File: config.mk
export PLATFORM = sky130hd
export DESIGN_NAME = sram_arbiter
export DESIGN_NICKNAME = d
export VERILOG_FILES = /design/src/rtl/sram_arbiter_pkg.sv /design/src/rtl/sram_arbiter.sv
export SDC_FILE = /design/constraint.sdc
export NUM_CORES = 1
export LEC_CHECK = 0
export CAP_MARGIN = 20
export CELL_PAD_IN_SITES_DETAIL_PLACEMENT = 2
export CELL_PAD_IN_SITES_GLOBAL_PLACEMENT = 2
export CORE_MARGIN = 1
export CORE_UTILIZATION = 24
export CTS_BUF_LIST = sky130_fd_sc_hd__clkbuf_8
export CTS_CLUSTER_DIAMETER = 100
export DETAILED_ROUTE_END_ITERATION = 8
export HOLD_SLACK_MARGIN = 0.12
export PLACE_DENSITY_LB_ADDON = 0.1
export SLEW_MARGIN = 5
export SYNTH_ARGS = -nofsm -noshare
export SYNTH_HDL_FRONTEND = slang
export SYNTH_SLANG_ARGS = --single-unit
File: constraint.sdc
create_clock -name clk -period 2.8 [get_ports clk]
set_input_delay 0.28 -clock clk [delete_from_list [all_inputs] [get_ports clk]]
set_output_delay 0.28 -clock clk [all_outputs]
set_load 0.02 [all_outputs]
File: src/rtl/sram_arbiter_pkg.sv
// Shared types for the SRAM arbiter: FSM state encoding, bus-owner encoding,
// and small helpers that classify states by the strobes they assert.
package sram_arbiter_pkg;

    localparam int SRAM_DATA_W = 32;

    typedef enum logic [2:0] {
        ST_IDLE     = 3'd0,
        ST_RD       = 3'd1,
        ST_WR_SETUP = 3'd2,
        ST_WR_PULSE = 3'd3,
        ST_WR_HOLD  = 3'd4,
        ST_DONE     = 3'd5
    } state_e;

    typedef enum logic {
        OWNER_IF  = 1'b0,
        OWNER_MEM = 1'b1
    } owner_e;

    // Chip is selected for the whole access, including write setup and hold.
    function automatic logic chip_selected(input state_e s);
        return (s == ST_RD) || (s == ST_WR_SETUP) || (s == ST_WR_PULSE) || (s == ST_WR_HOLD);
    endfunction

    // Data bus is driven from setup through hold so data brackets the we_n pulse.
    function automatic logic drives_bus(input state_e s);
        return (s == ST_WR_SETUP) || (s == ST_WR_PULSE) || (s == ST_WR_HOLD);
    endfunction

endpackage

File: src/rtl/sram_arbiter.sv
// sram_arbiter
//   Shares one asynchronous external SRAM between the instruction-fetch port
//   (IF) and the data port (MEM). MEM has fixed priority; one access is in
//   flight at a time and every access returns to IDLE before the next grant,
//   which gives the bus a turnaround cycle. Completion is a one-cycle ready
//   pulse to the owner.
//
// Ports
//   clk, rst                 clock, synchronous active-high reset
//   if_req/if_addr           IF read request (level) and byte address
//   if_rdata/if_ready        IF read data (held) and completion pulse
//   mem_req/mem_we/mem_addr  MEM request (level), write flag, byte address
//   mem_wdata                MEM write data
//   mem_rdata/mem_ready      MEM read data (held) and completion pulse
//   ram_addr                 SRAM word address (byte address bits [ADDR_WIDTH+1:2])
//   ram_dout/ram_dout_en     write data and its tristate enable
//   ram_din                  read data from the SRAM bus
//   ram_ce_n/oe_n/we_n       active-low SRAM strobes
//
// Every output is a flop, so no request input reaches a pin combinationally.
// Strobe flops are loaded from the *next* state, so the pins always reflect
// the state the FSM is currently in. WAIT_CYCLES must be at least 1.

import sram_arbiter_pkg::*;

module sram_arbiter #(
    parameter int ADDR_WIDTH  = 20,
    parameter int WAIT_CYCLES = 1
) (
    input  logic                  clk,
    input  logic                  rst,
    input  logic                  if_req,
    input  logic [31:0]           if_addr,
    output logic [31:0]           if_rdata,
    output logic                  if_ready,
    input  logic                  mem_req,
    input  logic                  mem_we,
    input  logic [31:0]           mem_addr,
    input  logic [31:0]           mem_wdata,
    output logic [31:0]           mem_rdata,
    output logic                  mem_ready,
    output logic [ADDR_WIDTH-1:0] ram_addr,
    output logic [31:0]           ram_dout,
    output logic                  ram_dout_en,
    input  logic [31:0]           ram_din,
    output logic                  ram_ce_n,
    output logic                  ram_oe_n,
    output logic                  ram_we_n
);

    localparam int                CNT_W    = $clog2(WAIT_CYCLES) + 1;
    localparam logic [CNT_W-1:0] CNT_LAST = CNT_W'(WAIT_CYCLES - 1);

    state_e                  state_q, state_d;
    owner_e                  owner_q, owner_d;
    logic [CNT_W-1:0]        cnt_q, cnt_d;
    logic [ADDR_WIDTH-1:0]   ram_addr_q, ram_addr_d;
    logic [31:0]             ram_dout_q, ram_dout_d;
    logic                    ram_dout_en_q, ram_dout_en_d;
    logic                    ram_ce_n_q, ram_ce_n_d;
    logic                    ram_oe_n_q, ram_oe_n_d;
    logic                    ram_we_n_q, ram_we_n_d;
    logic [31:0]             if_rdata_q, if_rdata_d;
    logic [31:0]             mem_rdata_q, mem_rdata_d;
    logic                    if_ready_q, if_ready_d;
    logic                    mem_ready_q, mem_ready_d;

    // Byte-lane and above-range address bits are intentionally dropped.
    logic unused_addr_bits;
    assign unused_addr_bits = ^{if_addr[1:0], if_addr[31:ADDR_WIDTH+2],
                                mem_addr[1:0], mem_addr[31:ADDR_WIDTH+2]};

    always_comb begin
        state_d     = state_q;
        owner_d     = owner_q;
        cnt_d       = cnt_q;
        ram_addr_d  = ram_addr_q;
        ram_dout_d  = ram_dout_q;
        if_rdata_d  = if_rdata_q;
        mem_rdata_d = mem_rdata_q;

        unique case (state_q)
            ST_IDLE: begin
                if (mem_req) begin
                    owner_d    = OWNER_MEM;
                    ram_addr_d = mem_addr[ADDR_WIDTH+1:2];
                    cnt_d      = '0;
                    if (mem_we) begin
                        ram_dout_d = mem_wdata;
                        state_d    = ST_WR_SETUP;
                    end else begin
                        state_d    = ST_RD;
                    end
                end else if (if_req) begin
                    owner_d    = OWNER_IF;
                    ram_addr_d = if_addr[ADDR_WIDTH+1:2];
                    cnt_d      = '0;
                    state_d    = ST_RD;
                end
            end
            ST_RD: begin
                // Data is captured at the edge that ends the last oe_n-low cycle.
                if (cnt_q == CNT_LAST) begin
                    state_d = ST_DONE;
                    if (owner_q == OWNER_MEM) begin
                        mem_rdata_d = ram_din;
                    end else begin
                        if_rdata_d = ram_din;
                    end
                end else begin
                    cnt_d = cnt_q + 1'b1;
                end
            end
            ST_WR_SETUP: begin
                cnt_d   = '0;
                state_d = ST_WR_PULSE;
            end
            ST_WR_PULSE: begin
                if (cnt_q == CNT_LAST) begin
                    state_d = ST_WR_HOLD;
                end else begin
                    cnt_d = cnt_q + 1'b1;
                end
            end
            ST_WR_HOLD: begin
                state_d = ST_DONE;
            end
            ST_DONE: begin
                state_d = ST_IDLE;
            end
            default: begin
                state_d = ST_IDLE;
            end
        endcase

        ram_ce_n_d    = !chip_selected(state_d);
        ram_oe_n_d    = (state_d != ST_RD);
        ram_we_n_d    = (state_d != ST_WR_PULSE);
        ram_dout_en_d = drives_bus(state_d);
        if_ready_d    = (state_d == ST_DONE) && (owner_d == OWNER_IF);
        mem_ready_d   = (state_d == ST_DONE) && (owner_d == OWNER_MEM);
    end

    always_ff @(posedge clk) begin
        if (rst) begin
            state_q       <= ST_IDLE;
            owner_q       <= OWNER_IF;
            cnt_q         <= '0;
            ram_addr_q    <= '0;
            ram_dout_q    <= '0;
            ram_dout_en_q <= 1'b0;
            ram_ce_n_q    <= 1'b1;
            ram_oe_n_q    <= 1'b1;
            ram_we_n_q    <= 1'b1;
            if_rdata_q    <= '0;
            mem_rdata_q   <= '0;
            if_ready_q    <= 1'b0;
            mem_ready_q   <= 1'b0;
        end else begin
            state_q       <= state_d;
            owner_q       <= owner_d;
            cnt_q         <= cnt_d;
            ram_addr_q    <= ram_addr_d;
            ram_dout_q    <= ram_dout_d;
            ram_dout_en_q <= ram_dout_en_d;
            ram_ce_n_q    <= ram_ce_n_d;
            ram_oe_n_q    <= ram_oe_n_d;
            ram_we_n_q    <= ram_we_n_d;
            if_rdata_q    <= if_rdata_d;
            mem_rdata_q   <= mem_rdata_d;
            if_ready_q    <= if_ready_d;
            mem_ready_q   <= mem_ready_d;
        end
    end

    assign ram_addr    = ram_addr_q;
    assign ram_dout    = ram_dout_q;
    assign ram_dout_en = ram_dout_en_q;
    assign ram_ce_n    = ram_ce_n_q;
    assign ram_oe_n    = ram_oe_n_q;
    assign ram_we_n    = ram_we_n_q;
    assign if_rdata    = if_rdata_q;
    assign if_ready    = if_ready_q;
    assign mem_rdata   = mem_rdata_q;
    assign mem_ready   = mem_ready_q;

endmodule

==> metrics, run 1 <==
outcome=finished clean; Syn Inst Count=roughly 550; dpl cells=1,014; hpwl dp=about 12,000 um; Slew Limit Fails=0; HP Class=in -> reg; later-pin clock latency in the skew report=0.45 ns; sequential area share after synthesis=0.509; WP data required=3.17 ns; Antenna Cells=0; first-pass GRT wire length=28,200 um; pin count of the biggest net entering global routing=approximately 110; synth unique cells=28; layout cells sized above 1=0.0670; Layout Nets=896; GRT Total Usage=0.170; final period utilization=0.671; Slew @ Worst Pin=0.928 ns; Setup Fix Bufs, Post-CTS=0; Initial Utilization=0.245; hold buffer count at CTS=0; Layout area overhead=60.1%; arrival time worst endpoint=approximately 2.3 ns; Remaining Overflow, GRT=0; Peak VDD IR=slightly below 0.3 mV; die width=146 um; H-Tree Depth=4; Resize count post-CTS=0; Core Region=0.0202 sq mm; Max Cap Violations=0; CP max-delay cell=dfxtp_1; Final setup viols=0; CP max FO=32; Post-Route Setup TNS=0 ns; Pre-antenna DRT Iters=4; 1st-iter DRT viols=126; vias in the first global route=5,094; most frequent cells in the layout=clkdlybuf4s50_1, nand2_1, dfxtp_1, a21oi_1, nand2b_1; via/cell ratio=4.47; Hold Fails Final Rpt=0; DR WL/cell=16.6 um; crit start category=register; Synth area leader=dfxtp_1; RSZ-0062 raised after global routing=no; Max stage delay on crit path=0.50 ns; Area after DPL=0.00747 sq mm; DR DRC count=0; die height=146 um; clock sinks=126; dominant cells by area after synthesis=dfxtp_1, mux2i_1, nand2_1, a21oi_1, nand2b_1; Max Buffers Root-to-Sink=2; final worst setup slack=just over 0.9 ns; max frequency=532 MHz; CP Cell Sequence=nor3_2 > nor2b_4 > buf_4 > mux2i_1; mapped cell area=0.00496 sq mm; Ys Warns=0; Tmin final=1.88 ns; WS Path Type=reg -> reg; register area=roughly 0.0025 sq mm; Worst-path clk slew=0.08 ns; cell area after layout=0.00794 sq mm; antenna violations before repair=0; normalized max-slew margin=0.381; Num CTS Buffers=17; total number of vias=4,673; syn nets=685; Clock Tree Root=clkbuf_8; Power per Cell Area=between 600 and 700 mW/mm^2; CTS tree=yes; Place WS=0.756 ns; Post-DRT Antenna Nets=0; Yosys reg bits=126; clock skew=between 0.01 and 0.015 ns; Post-Layout Cell Count=1,046; CP Capture Type=register; Boundary Pins=255; Routed WL=17,400 um; Static Leak=2.79 nW; Yosys top cell area share=0.509; area of the multi-input gates=approximately 0.0022 sq mm; hold_ws=slightly above 0.4 ns; Final Wtd Congestion=0.723; Synth Area per Inst=8.98 sq um; filler cell count=between 2,000 and 2,500; Row Count=52; port bufs=230; die area=0.0212 sq mm; most common cell after layout, fill and taps aside=clkdlybuf4s50_1
critical path: cells and delay by family, from the launching register on:
kind | cells | cell delay [ns]
AND/OR/NAND/NOR | 2 | 0.57
flip-flops | 1 | 0.50
buffers and inverters | 1 | 0.47
multiplexers | 1 | 0.26
report_power, final:
group | switching [mW] | leakage, nW | internal, mW
clock network | 0.791 | 0.221 | 1.08
logic | 0.536 | 1.54 | 0.519
registers | 0.0889 | 1.03 | 1.93
stage by stage:
| stage | util | power (mW) |
|---|---|---|
| floorplan | - | 2.57 |
| global placement | 0.369 | 3.09 |
| detailed placement | 0.369 | 3.13 |
| CTS | 0.392 | 5.04 |
| global route | 0.392 | 5.21 |
| finish | 0.392 | 4.95 |
per-layer routing:
metal  part of all wire  track usage  up-vias
met2               0.52        0.304      137
met4             0.0089       0.0489        0
li1                   -            -     2254
met1               0.41        0.189     2268
met3              0.065       0.0577       14
met5                  0            0        -
path summary, 6_finish.rpt:
kind	cells past startpoint	slack [ns]	start	end
setup / recovery	4	0.92	state_q[1]	ram_dout[27]
hold / removal	3	0.41	mem_wdata[13]	ram_dout[13]
hold reg to reg	2	0.46	if_rdata[0]	if_rdata[0]
setup reg to reg	4	0.92	state_q[1]	ram_dout[27]
flip-flops by register name, summed over array words and instances (netlist names):
register     count
mem_rdata       32
ram_we_n         1
ram_dout_en      1
if_ready         1
if_rdata        32
state_q          3
ram_ce_n         1
mem_ready        1
ram_addr        20
owner_q          1
ram_oe_n         1
ram_dout        32
Yosys cell counts, drive strengths merged:
cell type,instances
mux2i,53
o21ai,1
nand2b,64
or4b,3
xnor2,1
or2,1
a21oi,85
clkbuf,31
and2,1
maj3,1
nor4,2
nand3b,1
nand2,130
nor2b,2
nor3,1
a211oi,21
a31o,1
a22oi,1
nor2,4
buf,18
nor4b,2
nand4bb,1
dfxtp,126
and4bb,1
kinds of logic (layout without fill, tap and decap cells):
kind of cell               after synthesis  after routing  share of synthesized area
AOI/OAI and AO/OA                      109            109                      0.123
xor gates and xnor gates                 1              1                    0.00177
adders and majority gates                1              1                    0.00202
buffers and inverters                   49            273                     0.0457
DFF                                    126            126                      0.509
muxes                                   53             53                      0.107
and+or+nand+nor                        213            213                      0.212
layout make-up:
class | count | area share
Tap cell | 270 | 0.0426
Clock buffer | 18 | 0.0312
Clock inverter | 14 | 0.0273
Sequential cell | 126 | 0.318
Multi-Input combinational cell | 377 | 0.281
Timing Repair Buffer | 241 | 0.300
Note: power is estimated with default switching activity, not from simulation.
==> run 2: changes to the inputs <==
--- a/config.mk
+++ b/config.mk
@@ -9,7 +9,7 @@
 export CELL_PAD_IN_SITES_DETAIL_PLACEMENT = 2
 export CELL_PAD_IN_SITES_GLOBAL_PLACEMENT = 2
 export CORE_MARGIN = 1
-export CORE_UTILIZATION = 24
+export CORE_UTILIZATION = 22
 export CTS_BUF_LIST = sky130_fd_sc_hd__clkbuf_8
 export CTS_CLUSTER_DIAMETER = 100
 export DETAILED_ROUTE_END_ITERATION = 8
==> constraint.sdc (replaced) <==
create_clock -name clk -period 1.8 [get_ports clk]
set_input_delay 0.18 -clock clk [delete_from_list [all_inputs] [get_ports clk]]
set_output_delay 0.18 -clock clk [all_outputs]
set_load 0.02 [all_outputs]
==> metrics, run 2 (synthesis gave the netlist of run 1 again) <==
Slew Limit Fails=0 (unchanged); Boundary Pins=255 (unchanged); failing checks=DRC; 1st-iter DRT viols=139 (+10%); Core Region=0.0220 sq mm (+8.5%); CP Capture Type=primary output; via/cell ratio=4.46 (about the same); WP data required=1.62 ns (-1.55 ns); most frequent cells in the layout=clkdlybuf4s50_1, nand2_1, dfxtp_1, a21oi_1, nand2b_1; filler cell count=2,418 (+8.7%); DR WL/cell=16.9 um (+1.4%); vias in the first global route=5,231 (+2.7%); Power per Cell Area=967 mW/mm^2 (+55%); Max stage delay on crit path=0.63 ns (+0.13 ns); WP buf/inv=1 (unchanged); clock sinks=126 (unchanged); DR DRC count=22 (+22); area of the multi-input gates=0.00223 sq mm (unchanged); Pre-antenna DRT Iters=6 (+2); CP max-delay cell=clkdlybuf4s50_1; outcome=complete, but fails checks; Final Wtd Congestion=0.731 (+1.1%); Setup Fix Bufs, Post-CTS=0 (unchanged); most common cell after layout, fill and taps aside=clkdlybuf4s50_1; Resize count post-CTS=0 (unchanged); later-pin clock latency in the skew report=0.44 ns (about the same); crit start category=register; Clock Tree Root=clkbuf_8; Static Leak=2.87 nW (+3.0%); Slew @ Worst Pin=0.498 ns (-0.430 ns); RSZ-0062 raised after global routing=no; critical hold path startpoint=mem_wdata[3]; Layout area overhead=64.0%; Post-DRT Antenna Nets=0 (unchanged); GRT Total Usage=0.156 (-0.0135); Initial Utilization=0.226 (-0.0192); reg-to-reg startpoint=state_q[2]; max frequency=621 MHz; Peak VDD IR=0.423 mV (+46%); Layout Nets=904 (+0.89%); HP Class=in -> reg; Worst-path clk slew=0.09 ns (about the same); Max Buffers Root-to-Sink=2 (unchanged); die width=152 um (+4.4%); layout cells sized above 1=0.0753 (+0.00824); reg-to-reg slack, setup=0.22 ns (-0.70 ns); CP Cell Sequence=clkdlybuf4s50_1; first-pass GRT wire length=28,400 um (+0.51%); port bufs=230 (unchanged); Max Cap Violations=0 (unchanged); hpwl dp=12,900 um (+5.8%); clock skew=0.0172 ns (+0.00677 ns); final period utilization=0.895; Num CTS Buffers=17 (unchanged); Row Count=54 (+3.8%); Antenna Cells=0 (unchanged); Tmin final=1.61 ns; Routed WL=17,900 um (+3.2%); die area=0.0231 sq mm (+9.0%); delay-heaviest family, CP=buffers and inverters; Worst Setup SP=ram_addr[8]; Remaining Overflow, GRT=0 (unchanged); normalized max-slew margin=0.668 (+0.287); die height=152 um (+4.4%); antenna violations before repair=0 (unchanged); CP max FO=2 (-94%); WS Path Type=reg -> out; Tot Pwr=7.86 mW (+59%); CTS tree=yes; total number of vias=4,749 (+1.6%); arrival time worst endpoint=1.43 ns (-0.82 ns); H-Tree Depth=4 (unchanged); register area=0.00252 sq mm (unchanged); Post-Route Setup TNS=0 ns (unchanged); hold buffer count at CTS=1 (+1); Hold Fails Final Rpt=0 (unchanged); pin count of the biggest net entering global routing=89 (-17%); Final setup viols=0 (unchanged)
==> run 2: layout make-up <==
cell class | count | share of cell area
multi-input combinational | 377 | 0.274
clock inverter | 12 | 0.0255
clock buffer | 20 | 0.0339
sequential | 126 | 0.310
timing repair buffer | 249 | 0.313
tap | 280 | 0.0431
==> run 2: power by group <==
| part | internal, mW | switching [mW] | leakage (nW) |
|---|---|---|---|
| Sequential | 3.00 | 0.129 | 1.03 |
| Clock | 1.77 | 1.23 | 0.232 |
| Combinational | 0.865 | 0.864 | 1.61 |
==> run 2: metrics by stage <==
| step | cells | util | hold slack (ns) | instance area (sq um) | worst slack (ns) |
|---|---|---|---|---|---|
| 3_3_place_gp | 1031 | 0.348 | 0.441 | 7640 | 0.190 |
| 6_report | 1064 | 0.370 | 0.318 | 8130 | 0.190 |
| 4_1_cts | 1064 | 0.370 | 0.286 | 8130 | 0.144 |
| 2_1_floorplan | 552 | - | 0.316 | 4960 | 0.385 |
| 3_5_place_dp | 1031 | 0.348 | 0.455 | 7640 | 0.0747 |
| 5_1_grt | 1064 | 0.370 | 0.296 | 8130 | 0.0585 |
==> run 2: metal layers <==
layer | share of wire | wire length (um) | track usage
met5 | 0 | 0 | 0
met4 | 0.019 | 336 | 0.0593
met3 | 0.058 | 1040 | 0.0381
met2 | 0.51 | 9220 | 0.287
met1 | 0.41 | 7350 | 0.173
==> run 2: worst paths after layout <==
path | to | cells past startpoint
worst max-delay path | ram_addr[8] | 1
worst min-delay path | ram_dout[3] | 3
worst max register to register | ram_addr[18] | 5
worst min register to register | mem_rdata[22] | 2
